**src/rtl/axis_drop_monitor_if.sv**
```systemverilog
// Tapped AXI-Stream handshake bundle for axis_drop_monitor.
// The stream owner drives it through the master modport; the monitor only
// observes it through the slave modport.
interface axis_drop_monitor_if #(
  parameter int unsigned NUM_CH = 2,
  parameter int unsigned KEEP_W = 64
);
  logic [NUM_CH-1:0]        mon_tvalid;
  logic [NUM_CH-1:0]        mon_tready;
  logic [NUM_CH-1:0]        mon_tlast;
  logic [NUM_CH*KEEP_W-1:0] mon_tkeep;

  modport master (
    output mon_tvalid,
    output mon_tready,
    output mon_tlast,
    output mon_tkeep
  );

  modport slave (
    input mon_tvalid,
    input mon_tready,
    input mon_tlast,
    input mon_tkeep
  );
endinterface

```
**src/rtl/axis_drop_monitor.sv**
```systemverilog
// Passive multi-channel AXI-Stream tap: per-channel packet/byte counters,
// frame-format checking and "expect drop" violation detection.
module axis_drop_monitor #(
  parameter int unsigned NUM_CH    = 2,
  parameter int unsigned KEEP_W    = 64,
  parameter int unsigned CNT_W     = 32,
  parameter int unsigned MAX_BEATS = 24
) (
  input  logic                    axis_aclk,
  input  logic                    areset,
  axis_drop_monitor_if.slave      mon,
  input  logic [NUM_CH-1:0]       cfg_expect_drop,
  input  logic                    clr,
  output logic [NUM_CH*CNT_W-1:0] pkt_cnt,
  output logic [NUM_CH*CNT_W-1:0] byte_cnt,
  output logic [NUM_CH-1:0]       in_pkt,
  output logic [NUM_CH-1:0]       drop_viol,
  output logic [NUM_CH-1:0]       fmt_err,
  output logic                    viol_pulse
);

  localparam int unsigned POP_W  = $clog2(KEEP_W + 1);
  localparam int unsigned BEAT_W = $clog2(MAX_BEATS + 1);

  typedef enum logic {
    IDLE = 1'b0,
    BODY = 1'b1
  } state_t;

  function automatic logic [POP_W-1:0] popcount(input logic [KEEP_W-1:0] v);
    logic [POP_W-1:0] p;
    p = '0;
    for (int unsigned i = 0; i < KEEP_W; i++) p = p + POP_W'(v[i]);
    return p;
  endfunction

  function automatic logic [CNT_W-1:0] sat_add(input logic [CNT_W-1:0] base,
                                               input logic [POP_W-1:0] inc);
    logic [CNT_W:0] sum;
    sum = {1'b0, base} + (CNT_W + 1)'(inc);
    return sum[CNT_W] ? '1 : sum[CNT_W-1:0];
  endfunction

  state_t            state_q [NUM_CH];
  state_t            state_d [NUM_CH];
  logic [BEAT_W-1:0] beat_q  [NUM_CH];
  logic [BEAT_W-1:0] beat_d  [NUM_CH];
  logic [CNT_W-1:0]  pkt_q   [NUM_CH];
  logic [CNT_W-1:0]  pkt_d   [NUM_CH];
  logic [CNT_W-1:0]  byte_q  [NUM_CH];
  logic [CNT_W-1:0]  byte_d  [NUM_CH];
  logic [NUM_CH-1:0] drop_q, drop_d;
  logic [NUM_CH-1:0] fmt_q, fmt_d;
  logic              pulse_q, pulse_d;

  logic [NUM_CH-1:0] acc;
  logic [NUM_CH-1:0] keep_full;
  logic [NUM_CH-1:0] last_ok;
  logic [POP_W-1:0]  pop [NUM_CH];

  // Per-channel beat decode: accept, keep shape checks and byte count.
  for (genvar c = 0; c < NUM_CH; c++) begin : g_ch
    logic [KEEP_W-1:0] keep;
    assign keep         = mon.mon_tkeep[c*KEEP_W +: KEEP_W];
    assign acc[c]       = mon.mon_tvalid[c] & mon.mon_tready[c];
    assign keep_full[c] = &keep;
    // Legal last-beat keep is 2^k-1 with k >= 1: nonzero, contiguous from bit 0.
    assign last_ok[c]   = (keep != '0) && ((keep & (keep + KEEP_W'(1))) == '0);
    assign pop[c]       = popcount(keep);
  end

  // Next-state: framing FSM, counters and sticky flags for every channel.
  always_comb begin
    drop_d = clr ? '0 : drop_q;
    fmt_d  = clr ? '0 : fmt_q;
    for (int unsigned c = 0; c < NUM_CH; c++) begin
      state_d[c] = state_q[c];
      beat_d[c]  = beat_q[c];
      pkt_d[c]   = clr ? '0 : pkt_q[c];
      byte_d[c]  = clr ? '0 : byte_q[c];
      if (acc[c]) begin
        byte_d[c] = sat_add(byte_d[c], pop[c]);
        if (mon.mon_tlast[c]) pkt_d[c] = sat_add(pkt_d[c], POP_W'(1));
        if (cfg_expect_drop[c]) drop_d[c] = 1'b1;
        if (!mon.mon_tlast[c] && !keep_full[c]) fmt_d[c] = 1'b1;
        if (mon.mon_tlast[c] && !last_ok[c]) fmt_d[c] = 1'b1;
        case (state_q[c])
          IDLE: begin
            if (!mon.mon_tlast[c]) begin
              state_d[c] = BODY;
              beat_d[c]  = BEAT_W'(1);
            end
          end
          BODY: begin
            // Overlong packet: abandon framing so the next beat starts fresh.
            if (beat_q[c] >= BEAT_W'(MAX_BEATS)) begin
              fmt_d[c]   = 1'b1;
              state_d[c] = IDLE;
              beat_d[c]  = '0;
            end else if (mon.mon_tlast[c]) begin
              state_d[c] = IDLE;
              beat_d[c]  = '0;
            end else begin
              beat_d[c] = beat_q[c] + BEAT_W'(1);
            end
          end
          default: begin
            state_d[c] = IDLE;
            beat_d[c]  = '0;
          end
        endcase
      end
    end
    // Compare against the pre-edge flags so a clr that reloads an already-set
    // bit does not count as a fresh violation.
    pulse_d = |((drop_d & ~drop_q) | (fmt_d & ~fmt_q));
  end

  // State, counter and flag registers with asynchronous reset.
  always_ff @(posedge axis_aclk or posedge areset) begin
    if (areset) begin
      for (int unsigned c = 0; c < NUM_CH; c++) begin
        state_q[c] <= IDLE;
        beat_q[c]  <= '0;
        pkt_q[c]   <= '0;
        byte_q[c]  <= '0;
      end
      drop_q  <= '0;
      fmt_q   <= '0;
      pulse_q <= 1'b0;
    end else begin
      for (int unsigned c = 0; c < NUM_CH; c++) begin
        state_q[c] <= state_d[c];
        beat_q[c]  <= beat_d[c];
        pkt_q[c]   <= pkt_d[c];
        byte_q[c]  <= byte_d[c];
      end
      drop_q  <= drop_d;
      fmt_q   <= fmt_d;
      pulse_q <= pulse_d;
    end
  end

  // Flatten per-channel registers onto the packed output buses.
  always_comb begin
    pkt_cnt  = '0;
    byte_cnt = '0;
    in_pkt   = '0;
    for (int unsigned c = 0; c < NUM_CH; c++) begin
      pkt_cnt[c*CNT_W +: CNT_W]  = pkt_q[c];
      byte_cnt[c*CNT_W +: CNT_W] = byte_q[c];
      in_pkt[c]                  = (state_q[c] == BODY);
    end
  end

  assign drop_viol  = drop_q;
  assign fmt_err    = fmt_q;
  assign viol_pulse = pulse_q;

endmodule

```
**src/flat_wrapper.sv**
```systemverilog
// flat-port wrapper written by rule: the top's interface ports become plain ports
module axis_drop_monitor_flat 
#(
  parameter int unsigned NUM_CH    = 2,
  parameter int unsigned KEEP_W    = 64,
  parameter int unsigned CNT_W     = 32,
  parameter int unsigned MAX_BEATS = 24
)
  (axis_aclk, areset, cfg_expect_drop, clr, pkt_cnt, byte_cnt, in_pkt, drop_viol, fmt_err, viol_pulse, mon_mon_tvalid, mon_mon_tready, mon_mon_tlast, mon_mon_tkeep);
  axis_drop_monitor_if #(.NUM_CH(NUM_CH), .KEEP_W(KEEP_W)) mon_i ();
  input  logic axis_aclk;
  input  logic areset;
  input  logic [NUM_CH-1:0] cfg_expect_drop;
  input  logic clr;
  output logic [NUM_CH*CNT_W-1:0] pkt_cnt;
  output logic [NUM_CH*CNT_W-1:0] byte_cnt;
  output logic [NUM_CH-1:0] in_pkt;
  output logic [NUM_CH-1:0] drop_viol;
  output logic [NUM_CH-1:0] fmt_err;
  output logic viol_pulse;
  input wire logic [$bits(mon_i.mon_tvalid)-1:0] mon_mon_tvalid;
  input wire logic [$bits(mon_i.mon_tready)-1:0] mon_mon_tready;
  input wire logic [$bits(mon_i.mon_tlast)-1:0] mon_mon_tlast;
  input wire logic [$bits(mon_i.mon_tkeep)-1:0] mon_mon_tkeep;
  assign mon_i.mon_tvalid = mon_mon_tvalid;
  assign mon_i.mon_tready = mon_mon_tready;
  assign mon_i.mon_tlast = mon_mon_tlast;
  assign mon_i.mon_tkeep = mon_mon_tkeep;
  axis_drop_monitor #(.NUM_CH(NUM_CH), .KEEP_W(KEEP_W), .CNT_W(CNT_W), .MAX_BEATS(MAX_BEATS)) u_core (.axis_aclk(axis_aclk), .areset(areset), .mon(mon_i), .cfg_expect_drop(cfg_expect_drop), .clr(clr), .pkt_cnt(pkt_cnt), .byte_cnt(byte_cnt), .in_pkt(in_pkt), .drop_viol(drop_viol), .fmt_err(fmt_err), .viol_pulse(viol_pulse));
endmodule
```
**config.mk**
```make
export PLATFORM = sky130hd
export DESIGN_NAME = axis_drop_monitor_flat
export DESIGN_NICKNAME = d
export VERILOG_FILES = /design/src/rtl/axis_drop_monitor_if.sv /design/src/rtl/axis_drop_monitor.sv /design/src/flat_wrapper.sv
export SDC_FILE = /design/constraint.sdc
export NUM_CORES = 1
export LEC_CHECK = 0
export BUFFER_PORTS_ARGS = -buffer_cell sky130_fd_sc_hd__buf_2
export CAP_MARGIN = 10
export CORE_ASPECT_RATIO = 2
export CORE_MARGIN = 2
export CORE_UTILIZATION = 55
export DETAILED_ROUTE_END_ITERATION = 16
export GPL_TIMING_DRIVEN = 0
export PLACE_DENSITY_LB_ADDON = 0.2
export SLEW_MARGIN = 0
export SYNTH_ARGS = -nofsm -noshare
export SYNTH_HDL_FRONTEND = slang
export SYNTH_SLANG_ARGS = --single-unit
```
**constraint.sdc**
```tcl
create_clock -name axis_aclk -period 5.6 [get_ports axis_aclk]
set_clock_uncertainty 0.15 [all_clocks]
set_input_delay 1.12 -clock axis_aclk [delete_from_list [all_inputs] [get_ports axis_aclk]]
set_output_delay 1.12 -clock axis_aclk [all_outputs]
set_load 0.01 [all_outputs]
```
==> results.py, run 1 <==
metrics = {
    "setup_path": {
        "critPathMaxFanout": 5,
        "slowest_delay_ns": 0.60,
        "arrival_ns": 8.61,
        "r2r_cells": 10,
        "start_kind": "input port",
        "cp-endpoint": "u_core.byte_cnt[60]",
        "critPathSlowestCell": "or4_4",
        "worst_r2r_endpoint": "u_core.byte_cnt[60]",
        "reg2reg_slack_ns": 2.25,
        "critPathCaptureType": "flip-flop",
        "worst-setup-path-type": "input port to flip-flop",
        "path_common_cell": "fa_1",
        "required_ns": 5.75,
        "r2r-start": "u_core.byte_cnt[46]",
        "crit_start": "mon_mon_tkeep[64]",
    },
    "route": {
        "drt_first_pass_iters": 8,
        "vias": 14800,
        "wl_per_cell_um": 25.9,
        "vias_per_cell": 6.49,
        "drt-total-wl_um": 59100,
        "drt_iter0_drc": 1341,
        "drtAntennaViolNets": 0,
        "drc_errors": 0,
    },
    "placement": {
        "dpl_cell_area_um2": 15800,
        "gp_congestion": 1.02,
        "dp_slack_ns": -3.41,
        "io_buffers": 271,
        "dpl.hpwl_um": 42200,
    },
    "yosys": {
        "syn-num-nets": 1899,
        "synth-seq-cells": 145,
        "async_flop_share_pct": 100,
        "synth_flop_cell": "dfrtp_1",
        "ys_seq_area_share_pct": 26.5,
        "syn_inst": 1596,
        "synth.distinct_cells": 77,
        "synth_area_leaders": "dfrtp_1 27%, fa_1 16%, inv_1 6.1%",
        "post-synth-top-area-fraction_pct": 26.5,
        "synth_edf_count": 0,
        "synth_top_area_cell": "dfrtp_1",
        "postSynthAreaPerCell_um2": 8.58,
        "yosys_warnings": 0,
        "synth_area_um2": 13700,
    },
    "sta": {
        "fin_hold_ws_ns": 0.401,
        "min_period_ns": 8.46,
        "fmax_mhz": 118,
        "relSlewSlack_pct": 17.4,
        "worst_pin_slew_ns": 1.23,
        "finalSetupViolCount": 64,
        "rsz0062_at_grt": "yes",
        "slew_viol_final": 0,
        "hold_viol": 0,
        "worst_slack_ns": -2.86,
        "period_share_pct": 151,
    },
    "grt": {
        "use_met1_pct": 42.1,
        "antenna_found_initial": 1,
        "grt_pass1_vias": 15200,
        "grt_max_degree": 87,
        "use_met3_pct": 9.16,
        "grt_first_pass_wirelength_um": 83600,
        "grt-busiest-layer": "met2",
        "gr-total-overflow": 0,
        "met2_usage_pct": 75.4,
        "globalRouteTotalUtil_pct": 42.7,
    },
    "layout": {
        "area_delta_synth_final_pct": 28.4,
        "fin_nets": 2237,
        "layout_common_cells": "257 x buf_2, 200 x inv_1, 148 x nand2_1",
        "final_area_um2": 17600,
        "layout_commonest_cell": "buf_2",
        "drive_gt1_share_pct": 27.9,
    },
    "die": {
        "initial_utilization_pct": 56.0,
        "die_area_um2": 26200,
        "die_y_um": 227,
        "rows": 81,
        "num_io_pins": 274,
        "die_x_um": 116,
        "core-area_um2": 24400,
    },
    "clock_network": {
        "cts_num_sinks": 145,
        "cts_buffers": 17,
        "clock-root-buffer": "clkbuf_16",
        "clk_path_buf_depth": 2,
        "cts_tree": "yes",
        "clkTransAtPathRegs_ns": 0.07,
        "clk_latency_ns": 0.45,
        "htree_levels": 4,
    },
    "status": {
        "violations": "setup timing",
        "status": "complete, but fails checks",
    },
    "hold_path": {
        "worstHoldPathType": "flip-flop to flip-flop",
    },
    "run": {
        "cap_viol_max_count": 0,
    },
}
==> worst min-delay path by stage <==
stage,startpoint,end,slack (ns),cells after the start
final,u_core.fmt_err[1],u_core.viol_pulse,0.40,1
after global routing,u_core.in_pkt[0],u_core.beat_q[5],0.43,1
after CTS,u_core.beat_q[1],u_core.beat_q[1],0.38,1
after detailed placement,u_core.beat_q[1],u_core.beat_q[1],0.36,1
after global placement,u_core.beat_q[6],u_core.beat_q[6],0.36,1
after floorplan,u_core.beat_q[1],u_core.beat_q[1],0.34,1
==> flip-flops by register name, summed over array words and instances, names as in the netlist <==
register	count
u_core.fmt_err	2
u_core.beat_q	10
u_core.drop_viol	2
u_core.viol_pulse	1
u_core.in_pkt	2
u_core.byte_cnt	64
u_core.pkt_cnt	64
==> area by class of cell <==
| cell class | count | area, um^2 |
|---|---|---|
| Inverter | 224 | 886 |
| Tap cell | 332 | 415 |
| Multi-Input combinational cell | 1184 | 9850 |
| Antenna cell | 1 | 2.50 |
| Clock inverter | 13 | 129 |
| Buffer | 41 | 246 |
| Fill cell | 1705 | 6850 |
| Timing Repair Buffer | 321 | 1980 |
| Clock buffer | 18 | 439 |
| Sequential cell | 145 | 3630 |
==> worst max-delay path, delay by kind of cell <==
family / cells / cell delay [ns]
xor gates and xnor gates: 2 / 0.26
and+or+nand+nor: 4 / 1.05
AOI/OAI and AO/OA: 6 / 1.07
adders and majority gates: 11 / 4.72
buffers and inverters: 6 / 0.36
==> repair_timing <==
item	4_1_cts	5_1_grt
resized for setup	145	79
cloned	5	0
pin swaps	51	39
hold buffers	0	0
endpoints found under the setup margin	64	64
setup buffers	29	17
==> Yosys cell counts (5+ instances only) <==
cell type / instances
xor2_1: 32
a31oi_1: 17
a22oi_1: 5
nand3_1: 67
a22o_1: 9
nor3_1: 31
o21ai_0: 110
a21oi_1: 35
or2_2: 8
nor4_1: 60
a2111oi_0: 5
a21o_1: 13
o21bai_1: 7
ha_1: 54
inv_1: 224
o31ai_1: 13
nand4_1: 67
o2111ai_1: 5
and3_1: 21
fa_1: 110
nor2b_1: 40
nor2_1: 78
mux2i_1: 5
nor4b_1: 7
clkbuf_1: 34
and2_1: 9
and4_1: 5
nand2_1: 159
nor3b_1: 15
o41ai_1: 7
dfrtp_1: 145
o21ai_1: 6
xnor2_1: 85
nand2b_1: 26
==> cell families (layout without fill, tap and decap cells) <==
group | Yosys count | in the layout | share of synthesized area (%)
other | 0 | 1 | 0
adder cells (fa/ha/maj) | 164 | 164 | 21.0
XOR/XNOR | 117 | 117 | 7.49
buffers and inverters | 267 | 617 | 7.47
multiplexers | 6 | 6 | 0.448
AO/OA/AOI/OAI | 267 | 267 | 12.2
flip-flops | 145 | 145 | 26.5
AND/OR/NAND/NOR | 630 | 630 | 24.8
==> routing by layer <==
| metal | up-vias | wire length, um |
|---|---|---|
| met3 | 437 | 4660 |
| met5 | - | 0 |
| met2 | 1045 | 30000 |
| li1 | 6192 | - |
| met1 | 7112 | 17900 |
| met4 | 0 | 6540 |
==> stage by stage <==
step	std cells	setup TNS, ns	util, %
6_report	2279	-170.07	72.0
5_1_grt	2278	-179.77	71.9
4_1_cts	2264	-164.14	70.1
3_5_place_dp	2200	-203.92	64.7
3_3_place_gp	2199	-372.72	64.6
2_1_floorplan	1596	-154.06	-
Power of run 1 is left out: the tool's default activity adds up to more than one toggle a clock period on the data nets, which glitch-free logic cannot reach.
==> inputs of run 2 (changes only) <==
--- a/config.mk
+++ b/config.mk
@@ -10,9 +10,11 @@
 export CORE_ASPECT_RATIO = 2
 export CORE_MARGIN = 2
 export CORE_UTILIZATION = 55
+export CTS_CLUSTER_SIZE = 10
 export DETAILED_ROUTE_END_ITERATION = 16
 export GPL_TIMING_DRIVEN = 0
 export PLACE_DENSITY_LB_ADDON = 0.2
+export SKIP_LAST_GASP = 1
 export SLEW_MARGIN = 0
 export SYNTH_ARGS = -nofsm -noshare
 export SYNTH_HDL_FRONTEND = slang
==> results.py, run 2 (synthesis results as in run 1) <==
metrics = {
    "clock_network": {
        "cts_hold_buf": 0,
        "clock-root-buffer": "clkbuf_16",
        "cts_buffers": 17,
        "htree_levels": 4,
        "clk_path_buf_depth": 2,
        "cts_tree": "yes",
        "clk_latency_ns": 0.45,
        "cts_num_sinks": 145,
        "clkTransAtPathRegs_ns": 0.07,
    },
    "sta": {
        "fmax_mhz": 120,
        "period_share_pct": 149,
        "relSlewSlack_pct": 26.7,
        "slew_viol_final": 0,
        "rsz0062_at_grt": "yes",
        "finalSetupViolCount": 64,
        "min_period_ns": 8.33,
        "worst_pin_slew_ns": 1.09,
        "worst_slack_ns": -2.73,
        "hold_viol": 0,
    },
    "route": {
        "wl_per_cell_um": 24.4,
        "drt_first_pass_iters": 6,
        "drt-total-wl_um": 55500,
        "vias": 14400,
        "drt_iter0_drc": 1267,
        "vias_per_cell": 6.32,
        "drc_errors": 0,
        "drtAntennaViolNets": 0,
    },
    "setup_path": {
        "start_kind": "input port",
        "critPathCaptureType": "flip-flop",
        "path_common_cell": "fa_1",
        "required_ns": 5.76,
        "critPathMaxFanout": 5,
        "worst-setup-path-type": "input port to flip-flop",
        "arrival_ns": 8.50,
        "slowest_delay_ns": 0.61,
        "critPathSlowestCell": "or4_4",
    },
    "die": {
        "die_x_um": 116,
        "core-area_um2": 24400,
        "rows": 81,
        "initial_utilization_pct": 56.0,
        "die_y_um": 227,
        "die_area_um2": 26200,
        "num_io_pins": 274,
    },
    "placement": {
        "dp_slack_ns": -3.41,
        "gp_congestion": 1.02,
        "dpl_cell_area_um2": 15800,
        "io_buffers": 271,
        "dpl.hpwl_um": 42200,
    },
    "layout": {
        "area_delta_synth_final_pct": 26.4,
        "layout_commonest_cell": "buf_2",
        "n_fill_cell": 1779,
        "fin_nets": 2231,
        "drive_gt1_share_pct": 26.6,
        "layout_common_cells": "253 x buf_2, 198 x inv_1, 148 x nand2_1",
        "final_area_um2": 17300,
    },
    "grt": {
        "gr-total-overflow": 0,
        "grt_pass1_vias": 15200,
        "antenna_found_initial": 1,
        "globalRouteTotalUtil_pct": 42.8,
        "grt_first_pass_wirelength_um": 83600,
        "grt_max_degree": 87,
    },
    "status": {
        "violations": "setup timing",
        "status": "complete, but fails checks",
    },
    "hold_path": {
        "worstHoldPathType": "flip-flop to flip-flop",
    },
    "run": {
        "cap_viol_max_count": 0,
    },
}
[run 2: repair_timing]
item | CTS | global route
pin swaps | 51 | 24
setup buffers | 29 | 11
resized for setup | 138 | 50
setup endpoints to repair | 64 | 64
gates cloned | 5 | 0
[run 2: final cells by class]
cell class	count	area, um^2	area share (%)
multi-input cells	1184	9620	55.6
flip-flops and latches	145	3630	21.0
repair buffers	315	1930	11.1
inverters	224	891	5.15
clock buffers	18	439	2.54
well taps	332	415	2.40
plain buffers	41	243	1.40
clock inverters	13	129	0.745
diodes	1	2.50	0.0145
[run 2: final timing paths]
kind	startpoint	endpoint	slack, ns	cells after the start
worst max register to register	u_core.byte_cnt[32]	u_core.byte_cnt[39]	2.39	12
worst max-delay path	mon_mon_tkeep[65]	u_core.byte_cnt[62]	-2.73	27
min in group asynchronous	areset	u_core.byte_cnt[1]	0.55	2
max in group asynchronous	areset	u_core.pkt_cnt[32]	3.86	3
worst min register to register	u_core.beat_q[1]	u_core.beat_q[1]	0.39	1
worst min-delay path	u_core.beat_q[1]	u_core.beat_q[1]	0.39	1
[run 2: critical path, delay by kind of cell]
kind            cells  cell delay, ns
simple gates        4            1.03
xor+xnor            2            0.23
fa+ha+maj          12            5.20
buf+inv             4            0.20
compound gates      5            0.70
[run 2: metrics by stage]
step,util (%),cells,TNS (ns),hold slack [ns]
final,70.8,2273,-168.04,0.389
after global routing,70.8,2272,-177.84,0.428
after CTS,70.0,2264,-164.43,0.376
after detailed placement,64.7,2200,-203.92,0.362
after global placement,64.6,2199,-372.72,0.355
after floorplan,-,1596,-154.06,0.341
[run 2: routing by layer]
metal  wire [um]  track usage, %
met4        5760            34.2
met1       17100            41.7
met5           0               0
met3        3910            9.27
met2       28700            76.1
Power of run 2 is left out for the same reason.
==> inputs of run 3 (changes only) <==
--- a/config.mk
+++ b/config.mk
@@ -9,7 +9,7 @@
 export CAP_MARGIN = 10
 export CORE_ASPECT_RATIO = 2
 export CORE_MARGIN = 2
-export CORE_UTILIZATION = 55
+export CORE_UTILIZATION = 52
 export CTS_CLUSTER_SIZE = 10
 export DETAILED_ROUTE_END_ITERATION = 16
 export GPL_TIMING_DRIVEN = 0
==> constraint.sdc (replaced) <==
create_clock -name axis_aclk -period 7.4 [get_ports axis_aclk]
set_clock_uncertainty 0.15 [all_clocks]
set_input_delay 1.48 -clock axis_aclk [delete_from_list [all_inputs] [get_ports axis_aclk]]
set_output_delay 1.48 -clock axis_aclk [all_outputs]
set_load 0.01 [all_outputs]
==> results.py, run 3 (synthesis results as in run 1) <==
metrics = {
    "setup_path": {
        "r2r-start": "u_core.pkt_cnt[47]",
        "critPathCaptureType": "flip-flop",
        "worst_r2r_endpoint": "u_core.pkt_cnt[52]",
        "arrival_ns": 8.76,
        "required_ns": 7.58,
        "critPathMaxFanout": 7,
        "reg2reg_slack_ns": 4.31,
        "worst-setup-path-type": "input port to flip-flop",
        "r2r_cells": 10,
        "start_kind": "input port",
    },
    "route": {
        "drt_iter0_drc": 1080,
        "drt_first_pass_iters": 6,
        "drc_errors": 0,
        "drt-total-wl_um": 45700,
        "wl_per_cell_um": 19.9,
        "drtAntennaViolNets": 0,
        "vias_per_cell": 5.94,
        "vias": 13600,
    },
    "clock_network": {
        "cts_buffers": 17,
        "cts_num_sinks": 145,
        "htree_levels": 4,
        "clock-root-buffer": "clkbuf_16",
        "clk_latency_ns": 0.43,
        "cts_tree": "yes",
        "clkTransAtPathRegs_ns": 0.06,
        "cts_hold_buf": 0,
        "clk_path_buf_depth": 2,
    },
    "hold_path": {
        "worstHoldPathType": "flip-flop to flip-flop",
        "worstHoldEndpoint": "u_core.beat_q[6]",
        "hp-start": "u_core.beat_q[6]",
        "hold-path-cell-count": 1,
    },
    "layout": {
        "fin_nets": 2242,
        "drive_gt1_share_pct": 27.5,
        "area_delta_synth_final_pct": 27.6,
        "n_fill_cell": 2243,
        "seq_area_um2": 3630,
        "diodes": 0,
        "layout_commonest_cell": "buf_2",
        "layout_common_cells": "253 x buf_2, 194 x inv_1, 148 x nand2_1",
        "final_area_um2": 17500,
        "multi_input_area_um2": 9640,
    },
    "die": {
        "rows": 84,
        "num_io_pins": 274,
        "core-area_um2": 26100,
        "die_y_um": 233,
        "die_area_um2": 27700,
        "initial_utilization_pct": 52.5,
        "die_x_um": 119,
    },
    "grt": {
        "globalRouteTotalUtil_pct": 32.9,
        "grt_max_degree": 83,
        "antenna_found_initial": 0,
        "gr-total-overflow": 0,
        "grt_pass1_vias": 13600,
        "grt_first_pass_wirelength_um": 71400,
    },
    "sta": {
        "finalSetupViolCount": 64,
        "worst_slack_ns": -1.17,
        "period_share_pct": 116,
        "rsz0062_at_grt": "yes",
        "min_period_ns": 8.57,
        "slew_viol_final": 0,
        "worst_pin_slew_ns": 1.16,
        "hold_viol": 0,
        "relSlewSlack_pct": 21.7,
        "fmax_mhz": 117,
    },
    "placement": {
        "dp_slack_ns": -1.83,
        "dpl.hpwl_um": 35200,
        "io_buffers": 271,
        "gp_congestion": 0.974,
        "dpl_cell_area_um2": 15800,
    },
    "status": {
        "violations": "setup timing",
        "status": "complete, but fails checks",
    },
    "run": {
        "cap_viol_max_count": 0,
    },
}
==> run 3: worst max-delay path, cell delays in order <==
cell	delay (ns)
buf_12	0.09
inv_12	0.03
ha_4	0.25
inv_2	0.03
fa_1	0.51
fa_1	0.47
fa_1	0.56
fa_1	0.43
fa_1	0.52
fa_1	0.43
fa_1	0.53
fa_1	0.43
fa_2	0.37
fa_2	0.38
nor2b_1	0.13
o21ai_1	0.08
nand2b_1	0.11
xor2_1	0.08
ha_1	0.33
inv_2	0.05
o21bai_1	0.13
a21o_1	0.18
a21oi_4	0.07
or4_4	0.41
or2_1	0.25
buf_6	0.16
buf_8	0.14
o211ai_1	0.10
==> run 3: area by class of cell <==
cell class / count / share of cell area, %
Sequential cell: 145 / 20.8
Inverter: 224 / 5.07
Timing Repair Buffer: 326 / 11.7
Multi-Input combinational cell: 1184 / 55.2
Tap cell: 344 / 2.46
Clock buffer: 23 / 2.74
Buffer: 41 / 1.36
Clock inverter: 9 / 0.745
==> run 3: timing repair <==
item | 4_1_cts | 5_1_grt
pin swaps | 39 | 56
resized for setup | 86 | 117
buffers inserted | 35 | 19
gates cloned | 4 | 0
endpoints found under the setup margin | 64 | 64
==> run 3: worst max path at each step <==
stage | startpoint | to | slack (ns)
3_5_place_dp | mon_mon_tkeep[0] | u_core.byte_cnt[30] | -1.83
2_1_floorplan | mon_mon_tkeep[0] | u_core.byte_cnt[21] | -1.14
3_3_place_gp | mon_mon_tkeep[0] | u_core.byte_cnt[30] | -1.75
6_report | mon_mon_tkeep[0] | u_core.byte_cnt[21] | -1.17
5_1_grt | mon_mon_tkeep[0] | u_core.byte_cnt[21] | -1.44
4_1_cts | mon_mon_tkeep[104] | u_core.byte_cnt[58] | -1.18
==> run 3: stage by stage <==
step | setup TNS (ns) | utilization (%) | hold WS, ns | std cells
2_1_floorplan | -61.90 | - | 0.341 | 1596
3_3_place_gp | -97.04 | 60.6 | 0.355 | 2211
3_5_place_dp | -102.31 | 60.7 | 0.367 | 2212
4_1_cts | -68.15 | 65.3 | 0.382 | 2282
5_1_grt | -84.39 | 67.0 | 0.411 | 2296
6_report | -66.84 | 67.0 | 0.381 | 2296
==> run 3: layer usage <==
layer	vias up	wire, um	GRT usage (%)
li1	6195	-	-
met1	6622	17500	39.8
met2	650	23000	57.4
met3	172	2810	4.44
met4	0	2370	15.7
met5	-	0	0
Power of run 3 is left out for the same reason.
